File: src/rtl/fifo_pkg.sv
`default_nettype none
// +------------------------------------------------------------------+
// | fifo_pkg : shared constants, output-stage state and Gray helpers |
// | Revision : 1.0                                                   |
// +------------------------------------------------------------------+
package fifo_pkg;

  localparam int unsigned FIFO_DATA_WIDTH = 8;
  localparam int unsigned FIFO_ADDR_WIDTH = 8;

  typedef enum logic [0:0] {
    OUT_EMPTY = 1'b0,
    OUT_VALID = 1'b1
  } out_state_e;

  // Width-agnostic: callers zero-extend to 32 bits and slice the low bits back.
  function automatic logic [31:0] bin2gray(input logic [31:0] b);
    return b ^ (b >> 1);
  endfunction

  function automatic logic [31:0] gray2bin(input logic [31:0] g);
    logic [31:0] b;
    b[31] = g[31];
    for (int i = 30; i >= 0; i--) begin
      b[i] = b[i+1] ^ g[i];
    end
    return b;
  endfunction

endpackage
`default_nettype wire

File: src/rtl/fifo_rd_ctrl_if.sv
`default_nettype none
// +------------------------------------------------------------------+
// | fifo_rd_ctrl_if : read-side pointer, memory and consumer signals |
// | Revision : 1.0                                                   |
// +------------------------------------------------------------------+
interface fifo_rd_ctrl_if
  import fifo_pkg::*;
#(
  parameter int unsigned Data_Width = FIFO_DATA_WIDTH,
  parameter int unsigned Addr_Width = FIFO_ADDR_WIDTH
);
  logic [Addr_Width:0]   wptr_gray;
  logic [Addr_Width:0]   rptr_gray;
  logic [Addr_Width:0]   raddr;
  logic                  r_en;
  logic [Data_Width-1:0] mem_data;
  logic [Data_Width-1:0] rd_data;
  logic                  rd_valid;
  logic                  rd_ready;
  logic                  empty;
  logic                  almost_empty;
  logic [Addr_Width:0]   rd_level;

  modport master (
    input  wptr_gray, mem_data, rd_ready,
    output rptr_gray, raddr, r_en, rd_data, rd_valid, empty, almost_empty, rd_level
  );

  modport slave (
    output wptr_gray, mem_data, rd_ready,
    input  rptr_gray, raddr, r_en, rd_data, rd_valid, empty, almost_empty, rd_level
  );
endinterface
`default_nettype wire

File: src/rtl/fifo_sync.sv
`default_nettype none
// +------------------------------------------------------------------+
// | fifo_sync : N-stage, W-bit synchronizer with async active-low clr |
// | Revision  : 1.0                                                  |
// +------------------------------------------------------------------+
module fifo_sync #(
  parameter int unsigned W = 1,
  parameter int unsigned N = 2
) (
  input  wire logic         clk,
  input  wire logic         rst_n,
  input  wire logic [W-1:0] d,
  output logic      [W-1:0] q
);
  logic [W-1:0] stage_q [N];
  logic [W-1:0] stage_d [N];

  always_comb begin
    stage_d[0] = d;
    for (int i = 1; i < int'(N); i++) begin
      stage_d[i] = stage_q[i-1];
    end
  end

  always_ff @(posedge clk or negedge rst_n) begin
    if (!rst_n) begin
      for (int i = 0; i < int'(N); i++) begin
        stage_q[i] <= '0;
      end
    end else begin
      for (int i = 0; i < int'(N); i++) begin
        stage_q[i] <= stage_d[i];
      end
    end
  end

  assign q = stage_q[N-1];
endmodule
`default_nettype wire

File: src/rtl/fifo_rd_ctrl.sv
`default_nettype none
// +------------------------------------------------------------------+
// | fifo_rd_ctrl : async-FIFO read controller, rclk domain only      |
// | Revision     : 1.0                                               |
// +------------------------------------------------------------------+
module fifo_rd_ctrl
  import fifo_pkg::*;
#(
  parameter int unsigned Data_Width          = FIFO_DATA_WIDTH,
  parameter int unsigned Addr_Width          = FIFO_ADDR_WIDTH,
  parameter int unsigned Depth               = 256,
  parameter int unsigned Sync_Stages         = 2,
  parameter int unsigned Almost_Empty_Thresh = 4
) (
  input  wire logic       rclk,
  input  wire logic       r_rst_n,
  fifo_rd_ctrl_if.master  bus
);
  localparam int unsigned       PW        = Addr_Width + 1;
  localparam logic [PW-1:0]     AE_THRESH = PW'(Almost_Empty_Thresh);

  if ((Depth != (1 << Addr_Width)) || (Sync_Stages < 2)) begin : g_param_check
    $error("fifo_rd_ctrl: Depth must be 2**Addr_Width and Sync_Stages >= 2");
  end

  logic [PW-1:0]         wsync_gray;
  logic [PW-1:0]         wbin;
  logic [PW-1:0]         rd_level;
  logic [PW-1:0]         rbin_inc;
  logic [PW-1:0]         rbin_q, rbin_d;
  logic [PW-1:0]         rptr_gray_q, rptr_gray_d;
  logic [Data_Width-1:0] rd_data_q, rd_data_d;
  out_state_e            state_q, state_d;
  logic                  empty;
  logic                  load;

  fifo_sync #(
    .W (PW),
    .N (Sync_Stages)
  ) u_wptr_sync (
    .clk   (rclk),
    .rst_n (r_rst_n),
    .d     (bus.wptr_gray),
    .q     (wsync_gray)
  );

  always_comb begin
    wbin     = PW'(gray2bin(32'(wsync_gray)));
    rd_level = wbin - rbin_q;
    // Comparing Gray pointers directly keeps a full memory (MSB-only difference) non-empty.
    empty    = (wsync_gray == rptr_gray_q);
    load     = ((state_q == OUT_EMPTY) || bus.rd_ready) && !empty;
    rbin_inc = rbin_q + PW'(1);

    rbin_d      = rbin_q;
    rptr_gray_d = rptr_gray_q;
    rd_data_d   = rd_data_q;
    state_d     = state_q;

    if (load) begin
      rd_data_d   = bus.mem_data;
      rbin_d      = rbin_inc;
      rptr_gray_d = PW'(bin2gray(32'(rbin_inc)));
      state_d     = OUT_VALID;
    end else if ((state_q == OUT_VALID) && bus.rd_ready) begin
      state_d     = OUT_EMPTY;
    end
  end

  always_ff @(posedge rclk or negedge r_rst_n) begin
    if (!r_rst_n) begin
      rbin_q      <= '0;
      rptr_gray_q <= '0;
      rd_data_q   <= '0;
      state_q     <= OUT_EMPTY;
    end else begin
      rbin_q      <= rbin_d;
      rptr_gray_q <= rptr_gray_d;
      rd_data_q   <= rd_data_d;
      state_q     <= state_d;
    end
  end

  assign bus.rptr_gray    = rptr_gray_q;
  assign bus.raddr        = rbin_q;
  assign bus.r_en         = load;
  assign bus.rd_data      = rd_data_q;
  assign bus.rd_valid     = (state_q == OUT_VALID);
  assign bus.empty        = empty;
  assign bus.almost_empty = (rd_level <= AE_THRESH);
  assign bus.rd_level     = rd_level;
endmodule
`default_nettype wire
File: src/flat_wrapper.sv
// flat-port wrapper written by rule: the top's interface ports become plain ports
module fifo_rd_ctrl_flat import fifo_pkg::*;
#(
  parameter int unsigned Data_Width          = FIFO_DATA_WIDTH,
  parameter int unsigned Addr_Width          = FIFO_ADDR_WIDTH,
  parameter int unsigned Depth               = 256,
  parameter int unsigned Sync_Stages         = 2,
  parameter int unsigned Almost_Empty_Thresh = 4
)
  (rclk, r_rst_n, bus_wptr_gray, bus_mem_data, bus_rd_ready, bus_rptr_gray, bus_raddr, bus_r_en, bus_rd_data, bus_rd_valid, bus_empty, bus_almost_empty, bus_rd_level);
  fifo_rd_ctrl_if #(.Data_Width(Data_Width), .Addr_Width(Addr_Width)) bus_i ();
  input  wire logic rclk;
  input  wire logic r_rst_n;
  input wire logic [$bits(bus_i.wptr_gray)-1:0] bus_wptr_gray;
  input wire logic [$bits(bus_i.mem_data)-1:0] bus_mem_data;
  input wire logic [$bits(bus_i.rd_ready)-1:0] bus_rd_ready;
  output wire logic [$bits(bus_i.rptr_gray)-1:0] bus_rptr_gray;
  output wire logic [$bits(bus_i.raddr)-1:0] bus_raddr;
  output wire logic [$bits(bus_i.r_en)-1:0] bus_r_en;
  output wire logic [$bits(bus_i.rd_data)-1:0] bus_rd_data;
  output wire logic [$bits(bus_i.rd_valid)-1:0] bus_rd_valid;
  output wire logic [$bits(bus_i.empty)-1:0] bus_empty;
  output wire logic [$bits(bus_i.almost_empty)-1:0] bus_almost_empty;
  output wire logic [$bits(bus_i.rd_level)-1:0] bus_rd_level;
  assign bus_i.wptr_gray = bus_wptr_gray;
  assign bus_i.mem_data = bus_mem_data;
  assign bus_i.rd_ready = bus_rd_ready;
  assign bus_rptr_gray = bus_i.rptr_gray;
  assign bus_raddr = bus_i.raddr;
  assign bus_r_en = bus_i.r_en;
  assign bus_rd_data = bus_i.rd_data;
  assign bus_rd_valid = bus_i.rd_valid;
  assign bus_empty = bus_i.empty;
  assign bus_almost_empty = bus_i.almost_empty;
  assign bus_rd_level = bus_i.rd_level;
  fifo_rd_ctrl #(.Data_Width(Data_Width), .Addr_Width(Addr_Width), .Depth(Depth), .Sync_Stages(Sync_Stages), .Almost_Empty_Thresh(Almost_Empty_Thresh)) u_core (.rclk(rclk), .r_rst_n(r_rst_n), .bus(bus_i));
endmodule
File: config.mk
export PLATFORM = sky130hd
export DESIGN_NAME = fifo_rd_ctrl_flat
export DESIGN_NICKNAME = d
export VERILOG_FILES = /design/src/rtl/fifo_pkg.sv /design/src/rtl/fifo_rd_ctrl_if.sv /design/src/rtl/fifo_sync.sv /design/src/rtl/fifo_rd_ctrl.sv /design/src/flat_wrapper.sv
export SDC_FILE = /design/constraint.sdc
export NUM_CORES = 1
export LEC_CHECK = 0
export BUFFER_PORTS_ARGS = -buffer_cell sky130_fd_sc_hd__buf_2
export CAP_MARGIN = 25
export CORE_UTILIZATION = 52
export DETAILED_ROUTE_END_ITERATION = 10
export PLACE_DENSITY = 0.75
export RECOVER_POWER = 50
export SYNTH_ARGS = -nofsm -noshare
export SYNTH_HDL_FRONTEND = slang
export SYNTH_SLANG_ARGS = --single-unit
File: constraint.sdc
create_clock -name rclk -period 5.17 [get_ports rclk]
set_input_delay 1.034 -clock rclk [delete_from_list [all_inputs] [get_ports rclk]]
set_output_delay 1.034 -clock rclk [all_outputs]
set_load 0.01 [all_outputs]
**Yosys cells after proc, flatten, opt, wreduce, memory -nomap -nowiden**

Cells that the tools add are included.

- Bits in registers: 45
- Bits in latches: 0
- RAM bits: 0
- ROM bits: 0
- Input port bits: 20
- Output and inout port bits: 39
- Word-level logic and storage cells: 27
- Memories: 0

- Add/subtract/negate cells: 2
- Multiply operators: 0
- Div/mod/pow operators: 0
- Magnitude comparators: 1
- Equal/unequal tests: 1
- Shift operators: 0
- Muxes and demuxes: 2
- Bitwise gates (word level): 10
- Reduce and logical (&&, ||, !) cells: 5

Operators with widths:

| cell | number |
|---|---|
| $add A9 B1 Y9 const B | 1 |
| $eq A9 B9 Y1 | 1 |
| $le A9 B3 Y1 const B | 1 |
| $sub A9 B9 Y9 | 1 |
| $xor A9 B8 Y9 | 1 |
| $xor A1 B1 Y1 | 8 |
| $logic_and A1 B1 Y1 | 2 |
| $mux W1 | 2 |
| $reduce_bool A2 Y1 | 1 |
| $logic_not A1 Y1 | 1 |
| $logic_or A1 B1 Y1 | 1 |
| $not A1 Y1 | 1 |

**Logic depth before layout (Yosys ltp)**

Gate-level depths: netlist of the first run.

- Depth in word-level cells: 10
- Mapped depth: 14
- Gate-level depth less buffers: 14

**By module**

From an unflattened synthesis of the first run, not the netlist that was laid out.

- Cells, all modules: 199
- Area total of the unflattened synthesis: 2252.2 um2

By module, submodules not included:

| module | instances | cells each | area an instance (um2) | seq. area each (um2) |
|---|---|---|---|---|
| fifo_rd_ctrl | 1 | 181 | 1801.7 | 650.6 |
| fifo_sync | 1 | 18 | 450.4 | 450.4 |

**Worst setup path before layout of the first run**

Ideal clock, no wire load.

- Path type: flip-flop to output port
- Start point: register u_core.u_wptr_sync.stage_q (netlist bit u_core.u_wptr_sync.q[7])
- End point: output port bus_almost_empty
- Data arrival time: 3895 ps
- Data required time: 4136 ps
- Slack: 241 ps
- Cell stages (with the launch flop): 15
- Path buffers: 0
- Cell sequence: dfrtp_1 > xor3_2 > xor2_2 > xnor2_1 > xnor2_2 > xnor3_2 > xor2_1 > ha_1 > fa_1 > nor2b_1 > o31ai_2 > a21oi_1 > o21ba_2 > or4_1 > a211oi_1

- Word-level cells in the longest chain between the ends: 10

Ends and longest elaborated chain:

| element | RTL line | RTL |
|---|---|---|
| start: declaration | fifo_sync.sv:15 | `logic [W-1:0] stage_q [N];` |
| start signal: indexed assignment | fifo_sync.sv:32 | `stage_q[i] <= stage_d[i];` |
| $xor A1 B1 Y1 * (2 in series) | fifo_pkg.sv:25 | `b[i] = b[i+1] ^ g[i];` |
| $xor A1 B1 Y1 (6 in series) | fifo_pkg.sv:25 |  |
| $sub A9 B9 Y9 * | fifo_rd_ctrl.sv:49 | `rd_level = wbin - rbin_q;` |
| net bus_rd_level[6] | flat_wrapper.sv:24 | `output wire logic [$bits(bus_i.rd_level)-1:0] bus_rd_level;` |
| $le A9 B3 Y1 * | fifo_rd_ctrl.sv:90 | `assign bus.almost_empty = (rd_level <= AE_THRESH);` |
| end: declaration | flat_wrapper.sv:23 | `output wire logic [$bits(bus_i.almost_empty)-1:0] bus_almost_empty;` |

The timed path passes the listed nets; every way through them passes the cells marked *.

**Final worst setup path of the first run**

- Start point: register u_core.u_wptr_sync.stage_q (netlist bit u_core.u_wptr_sync.q[7])
- End point: output port bus_almost_empty

- Word-level cells in the longest chain between the ends: 10

Ends and longest elaborated chain:

| element | RTL line |
|---|---|
| $xor A1 B1 Y1 * | fifo_pkg.sv:25 |
| $xor A1 B1 Y1 (7 in series) | fifo_pkg.sv:25 |
| $sub A9 B9 Y9 * | fifo_rd_ctrl.sv:49 |
| $le A9 B3 Y1 * | fifo_rd_ctrl.sv:90 |

Every way passes the cells marked *; elsewhere a longest branch is shown, timed or not.

==> out/qor.yml, run 1 <==
power_and_ir_drop:
  ir_worst_vdd_v: 0.000339
  p_comb_share_pct: 53.7
  internal_power_uw: 983
  p_clk_share_pct: 15.8
  power_frac_seq_pct: 30.5
  p_leak_uw: 0.00132
  power.density_nw_per_um2: 576
  netSwitchingPower_uw: 635
  sw_frac_of_total_pct: 39.3
route:
  drc: 0
  ant_nets: 0
  drtIter0Drc: 40
  detailroute.via_count: 1617
  first_pass_iters: 4
  postRouteWirelength_mm: 4.17
  routedWlPerCell_um: 13.1
  viasPerCell: 5.10
logic_synthesis:
  synth.area.mux_share_pct: 5.52
  synth_top_family_by_area: "XOR/XNOR gates"
  yosys.area_share.xor_xnor_pct: 18.1
  synthCells: 199
  async_flop_share_pct: 100
  yosys-top-cells-area: "dfrtp_1 49%, xnor2_1 11%, mux2_2 5.5%"
  avgSynthCellArea_sq_um: 11.3
  yosys.area_share.simple_pct: 9.09
  synth-seq-cells: 44
  synth_warnings: 0
  synth_ff_type: "dfrtp_1"
  synthAdderAreaFrac_pct: 5.91
  synth_edf_count: 0
  synth_top_area_share_pct: 49.1
  syn_area_sq_um: 2240
  synth_compound_area_share_pct: 8.14
  synth_seq_area_share_pct: 49.1
  synth_cell_type_count: 39
  syn_nets: 229
  yosysTopAreaCell: "dfrtp_1"
sta:
  fin_hold_ws_ps: 352
  hold_viol: 0
  max_freq_mhz: 196
  slew_violations: 45
  rsz0062_at_grt: "true"
  finClkSkew_ps: 2.89
  max_slew_margin_pct: -44.5
  setup_viol: 0
  fin_setup_tns_ps: 0
  worst_slew_pin_slew_ps: 2170
  fin_crit_ps: 5090
  setup_slack_ps: 77.8
  timing.final.crit_share_pct: 98.5
clock_network:
  h-tree-depth: 2
  cts_tree: "yes"
  clk_latency_ps: 290
  clk_pin_slew_ps: 80
  cts_buffer_depth: 2
  cts.sinks: 44
  cts_hold_repair.buffers: 0
  cts_buffers: 5
  cts_root_buffer: "clkbuf_8"
floorplan:
  core_sq_um: 4060
  die-area_sq_um: 4580
  start_util_pct: 55.3
  die_h_um: 67.7
  rows: 23
  fp.dieW_um: 67.7
  io-pin-count: 59
critical_path:
  crit_chain: "xor3_2 -> xor2_4 -> xnor2_2 -> xnor2_2 -> xnor3_2 -> xor2_1 -> ha_2 -> fa_2 -> buf_4 -> xnor2_2 -> a22o_1 -> or4_4 -> a211oi_2 -> buf_2"
  crit_fanout: 3
  slowest_delay_ps: 530
  slowest_stage: "or4_4"
  cp.arrival_ps: 4060
  cp_common_cell: "xnor2_2"
  critPathKind: "reg2out"
  rrSetupSlack_ps: 2830
  start_kind: "flip-flop"
  crit_path_end_kind: "primary output"
  cp.required_ps: 4140
global_routing:
  grt_pass1_wl_mm: 6.76
  first_global_vias: 1491
  overflow: 0
  track_usage_pct: 20.7
  grt_max_degree: 45
  antenna_found_initial: 0
finish:
  final_common_cell: "buf_2"
  syn_to_final_growth_pct: 25.3
  fin_nets: 296
  drive_gt1_share_pct: 38.2
  layout.cells.most_common_list: "57 x buf_2, 44 x dfrtp_1, 27 x xnor2_1, 16 x inv_1, 12 x nor2_1"
  stdcell_count: 317
  antenna_cells: 0
  post-route-util_pct: 69.3
flow_run:
  maxCapViolations: 1
outcome:
  failed_checks: "max-capacitance violations, max-slew violations"
  outcome: "finished, violations left"
place:
  dpl.hpwl_mm: 2.98
  pre_cts_ws_ps: 28.7
  placed_cells: 301
  gp_congestion: 0.743
  port_buffers: 58
worst_hold_path:
  worstHoldPathType: "reg2reg"
timing repair:
| item | CTS | global route |
|---|---|---|
| endpoints found under the setup margin | 1 | 1 |
| resized for setup | 10 | 3 |
| setup buffers | 6 | 3 |
| pin swaps | 9 | 8 |
state kept, by name (all words and copies together) (netlist names):
signal                      cells
u_core.bus.rptr_gray            9
u_core.bus.raddr                8
u_core.bus.rd_data              8
u_core.u_wptr_sync.q            9
u_core.u_wptr_sync.stage_d      9
u_core.bus.rd_valid             1
cell type report:
class	count	area, sq um
clock inverter	3	42.5
multi-input combinational	132	1120
fill	312	1250
tap	50	62.6
inverter	16	60.1
timing repair buffer	67	357
clock buffer	5	68.8
sequential	44	1100
final timing paths:
check | start | to | cells after the start
worst max-delay path | u_core.u_wptr_sync.q[7]$_DFF_PN0_ | bus_almost_empty | 14
worst min-delay path | u_core.u_wptr_sync.stage_d[8]$_DFF_PN0_ | u_core.u_wptr_sync.q[8]$_DFF_PN0_ | 0
worst max register to register | u_core.bus.raddr[0]$_DFFE_PN0P_ | u_core.bus.rptr_gray[7]$_DFFE_PN0P_ | 7
worst min register to register | u_core.u_wptr_sync.stage_d[8]$_DFF_PN0_ | u_core.u_wptr_sync.q[8]$_DFF_PN0_ | 0
max in group asynchronous | r_rst_n | u_core.u_wptr_sync.stage_d[5]$_DFF_PN0_ | 1
min in group asynchronous | r_rst_n | u_core.bus.raddr[5]$_DFFE_PN0P_ | 1
layer usage:
metal  share of wire, %  GRT usage, %
met1                 46          27.3
met2                 47          32.1
met3                4.8          5.74
met4                1.8          8.51
met5                  0             0
cell families after synthesis:
family | count (synthesis)
buffers and inverters | 23
adder cells (fa/ha/maj) | 10
flip-flops | 44
XOR/XNOR | 41
multiplexers | 11
AO/OA/AOI/OAI | 28
AND/OR/NAND/NOR | 42
through the flow:
stage | total power (uW) | cell area, sq um
2_1_floorplan | 1040 | 2240
3_3_place_gp | 1260 | 2570
3_5_place_dp | 1270 | 2570
4_1_cts | 1600 | 2770
5_1_grt | 1740 | 2810
6_report | 1620 | 2810
worst max-delay path, delay by kind of cell (launching register included):
family                     cells  cell delay (ps)
xor gates and xnor gates       7             1640
DFF                            1              400
and+or+nand+nor                1              530
buffers and inverters          2              300
adders and majority gates      2              560
AOI/OAI and AO/OA              2              340
Yosys cell counts (5+ instances only):
master   count
mux2_2      11
nand4_1      5
dfrtp_1     44
xor2_1       8
nor2_1      12
ha_1         9
inv_1       16
a21oi_1      9
xnor2_1     29
nand2_1      9
o21ai_0      6
power by group through the flow:
stage	Combinational [uW]	Clock (uW)	Sequential [uW]
after floorplan	545	0	498
after global placement	762	0	497
after detailed placement	769	0	500
after CTS	841	261	494
after global routing	964	276	504
final	869	255	494
Note: power is estimated with default switching activity, not from simulation.
==> inputs of run 2 (changes only) <==
--- a/config.mk
+++ b/config.mk
@@ -5,11 +5,11 @@
 export SDC_FILE = /design/constraint.sdc
 export NUM_CORES = 1
 export LEC_CHECK = 0
-export BUFFER_PORTS_ARGS = -buffer_cell sky130_fd_sc_hd__buf_2
 export CAP_MARGIN = 25
-export CORE_UTILIZATION = 52
+export CORE_UTILIZATION = 60
 export DETAILED_ROUTE_END_ITERATION = 10
-export PLACE_DENSITY = 0.75
+export DONT_BUFFER_PORTS = 1
+export PLACE_DENSITY = 0.86
 export RECOVER_POWER = 50
 export SYNTH_ARGS = -nofsm -noshare
 export SYNTH_HDL_FRONTEND = slang
==> out/qor.yml, run 2 (synthesis results as in run 1) <==
outcome:
  outcome: "finished, violations left"
  failed_checks: "negative setup slack"
clock_network:
  h-tree-depth: 2  # unchanged
  cts_tree: "yes"
  clk_latency_ps: 290  # about the same
  clk_pin_slew_ps: 80  # about the same
  cts.sinks: 44  # unchanged
  cts_root_buffer: "clkbuf_8"
  cts_buffers: 5  # unchanged
  cts_hold_repair.buffers: 0  # unchanged
  cts_buffer_depth: 2  # unchanged
power_and_ir_drop:
  p_comb_share_pct: 51.5  # -2.2 points
  p_clk_share_pct: 14.3  # -1.5 points
  power.density_nw_per_um2: 613  # +6.4%
  ir_worst_vdd_v: 0.000411  # +21%
  p_leak_uw: 0.00110  # -16%
  internal_power_uw: 896  # -8.9%
  sw_frac_of_total_pct: 42.8  # +3.6 points
  power_frac_seq_pct: 34.2  # +3.7 points
  netSwitchingPower_uw: 671  # +5.7%
  power.total_uw: 1570  # -3.2%
route:
  viasPerCell: 6.12  # +20%
  drtIter0Drc: 75  # +88%
  drc: 0  # unchanged
  postRouteWirelength_mm: 5.11  # +23%
  detailroute.via_count: 1578  # -2.4%
  first_pass_iters: 4  # unchanged
  routedWlPerCell_um: 19.8  # +51%
  ant_nets: 0  # unchanged
finish:
  drive_gt1_share_pct: 24.1  # -14 points
  post-route-cell-area_sq_um: 2560  # -9.0%
  final_common_cell: "dfrtp_1"
  fin_nets: 242  # -18%
  antenna_cells: 0  # unchanged
  post-route-util_pct: 73.7  # +4.5 points
  layout.cells.most_common_list: "44 x dfrtp_1, 27 x xnor2_1, 16 x inv_1, 13 x buf_4, 12 x nor2_1"
  syn_to_final_growth_pct: 14.0
place:
  placed_area_sq_um: 2290  # -11%
  dpl.hpwl_mm: 3.34  # +12%
  port_buffers: 0  # -100%
  gp_congestion: 0.828  # +11%
  pre_cts_ws_ps: -43.9  # -72.6 ps
global_routing:
  first_global_vias: 1731  # +16%
  grt_max_degree: 45  # unchanged
  track_usage_pct: 28.3  # +7.5 points
  antenna_found_initial: 0  # unchanged
  overflow: 0  # unchanged
  grt_pass1_wl_mm: 8.40  # +24%
floorplan:
  fp.dieW_um: 63.1  # -6.7%
  die-area_sq_um: 3990  # -13%
  core_sq_um: 3470  # -15%
  die_h_um: 63.1  # -6.7%
  rows: 21  # -8.7%
  start_util_pct: 64.7  # +9.4 points
  io-pin-count: 59  # unchanged
critical_path:
  slowest_stage: "or4_4"
  crit_fanout: 2  # -1
  crit_chain: "xor3_2 -> xor2_4 -> xnor2_2 -> xnor2_2 -> xnor3_2 -> xor2_2 -> ha_2 -> fa_2 -> buf_4 -> xnor2_4 -> a22o_1 -> or4_4 -> a211oi_2 -> buf_4"
  cp.required_ps: 4140  # about the same
  start_kind: "flip-flop"
  critPathKind: "reg2out"
  crit_path_end_kind: "primary output"
  reg2reg_depth: 7  # unchanged
  slowest_delay_ps: 530  # about the same
  cp.arrival_ps: 4150  # +90 ps
sta:
  hold_viol: 0  # unchanged
  slew_violations: 0  # -100%
  setup_viol: 1  # +1
  fin_setup_tns_ps: -9.96  # -9.96 ps
  finClkSkew_ps: 9.48  # +6.59 ps
  max_slew_margin_pct: 48.0  # +93 points
  rsz0062_at_grt: "true"
  fin_crit_ps: 5180  # +87.7 ps
  setup_slack_ps: -9.96  # -87.7 ps
  max_freq_mhz: 193  # -1.7%
  timing.final.crit_share_pct: 100  # +1.7 points
  worst_slew_pin_slew_ps: 773  # -1390 ps
worst_hold_path:
  worstHoldPathType: "reg2reg"
  holdPathStages: 0  # unchanged
flow_run:
  maxCapViolations: 0  # -1
## run 2: cell count changes in the layout (fill, tap and decap cells not counted), sizes merged
cell	before	now
clkbuf	6	7
clkinvlp	1	0
clkinv	1	0
buf	66	13
bufinv	1	0
## run 2: power by group through the flow
stage	Clock (uW)	Sequential (uW)	Combinational, uW
after floorplan	0	498	545
after global placement	0	537	592
after detailed placement	0	540	638
after CTS	227	535	764
after global routing	239	546	869
final	224	537	807
## run 2: worst max-delay path, delay by kind of cell, from the launching register on
kind	cells	cell delay (ps)
flops	1	370
compound gates	2	350
simple gates	1	530
buf+inv	2	320
xor+xnor	7	1700
fa+ha+maj	2	560
## run 2: worst paths after layout
check / start / endpoint / slack (ps)
min: u_core.u_wptr_sync.stage_d[6]$_DFF_PN0_ / u_core.u_wptr_sync.q[6]$_DFF_PN0_ / 340
max reg2reg: u_core.bus.raddr[0]$_DFFE_PN0P_ / u_core.bus.rptr_gray[7]$_DFFE_PN0P_ / 2590
min in group asynchronous: r_rst_n / u_core.bus.rptr_gray[2]$_DFFE_PN0P_ / 430
min reg2reg: u_core.u_wptr_sync.stage_d[6]$_DFF_PN0_ / u_core.u_wptr_sync.q[6]$_DFF_PN0_ / 340
max: u_core.u_wptr_sync.q[6]$_DFF_PN0_ / bus_almost_empty / -10
max in group asynchronous: r_rst_n / u_core.u_wptr_sync.stage_d[6]$_DFF_PN0_ / 4650
## run 2: metrics by stage
stage,std cells,hold WS [ps]
after global placement,240,335
after floorplan,199,331
final,258,338
after CTS,254,343
after detailed placement,240,335
after global routing,258,356
## run 2: area by class of cell
type / count / area [sq um]
timing repair buffer: 13 / 97.6
clock buffer: 7 / 96.3
multi-input combinational: 132 / 1140
tap: 46 / 57.6
fill: 222 / 911
sequential: 44 / 1100
inverter: 16 / 60.1
## run 2: what timing repair did
item / CTS / global route
resized for setup: 15 / 2
pin swaps: 8 / 7
setup endpoints to repair: 1 / 1
endpoints found under the hold margin: 0 / 0
setup buffers: 7 / 4
## run 2: metal layers
metal / vias up / wire [um] / track usage, % / part of all wire [%]
met2: 83 / 2720 / 50.7 / 53
met1: 784 / 1830 / 30.9 / 36
li1: 682 / - / - / -
met5: - / 0 / 0 / 0
met3: 29 / 313 / 6.88 / 6.1
met4: 0 / 245 / 13.7 / 4.8
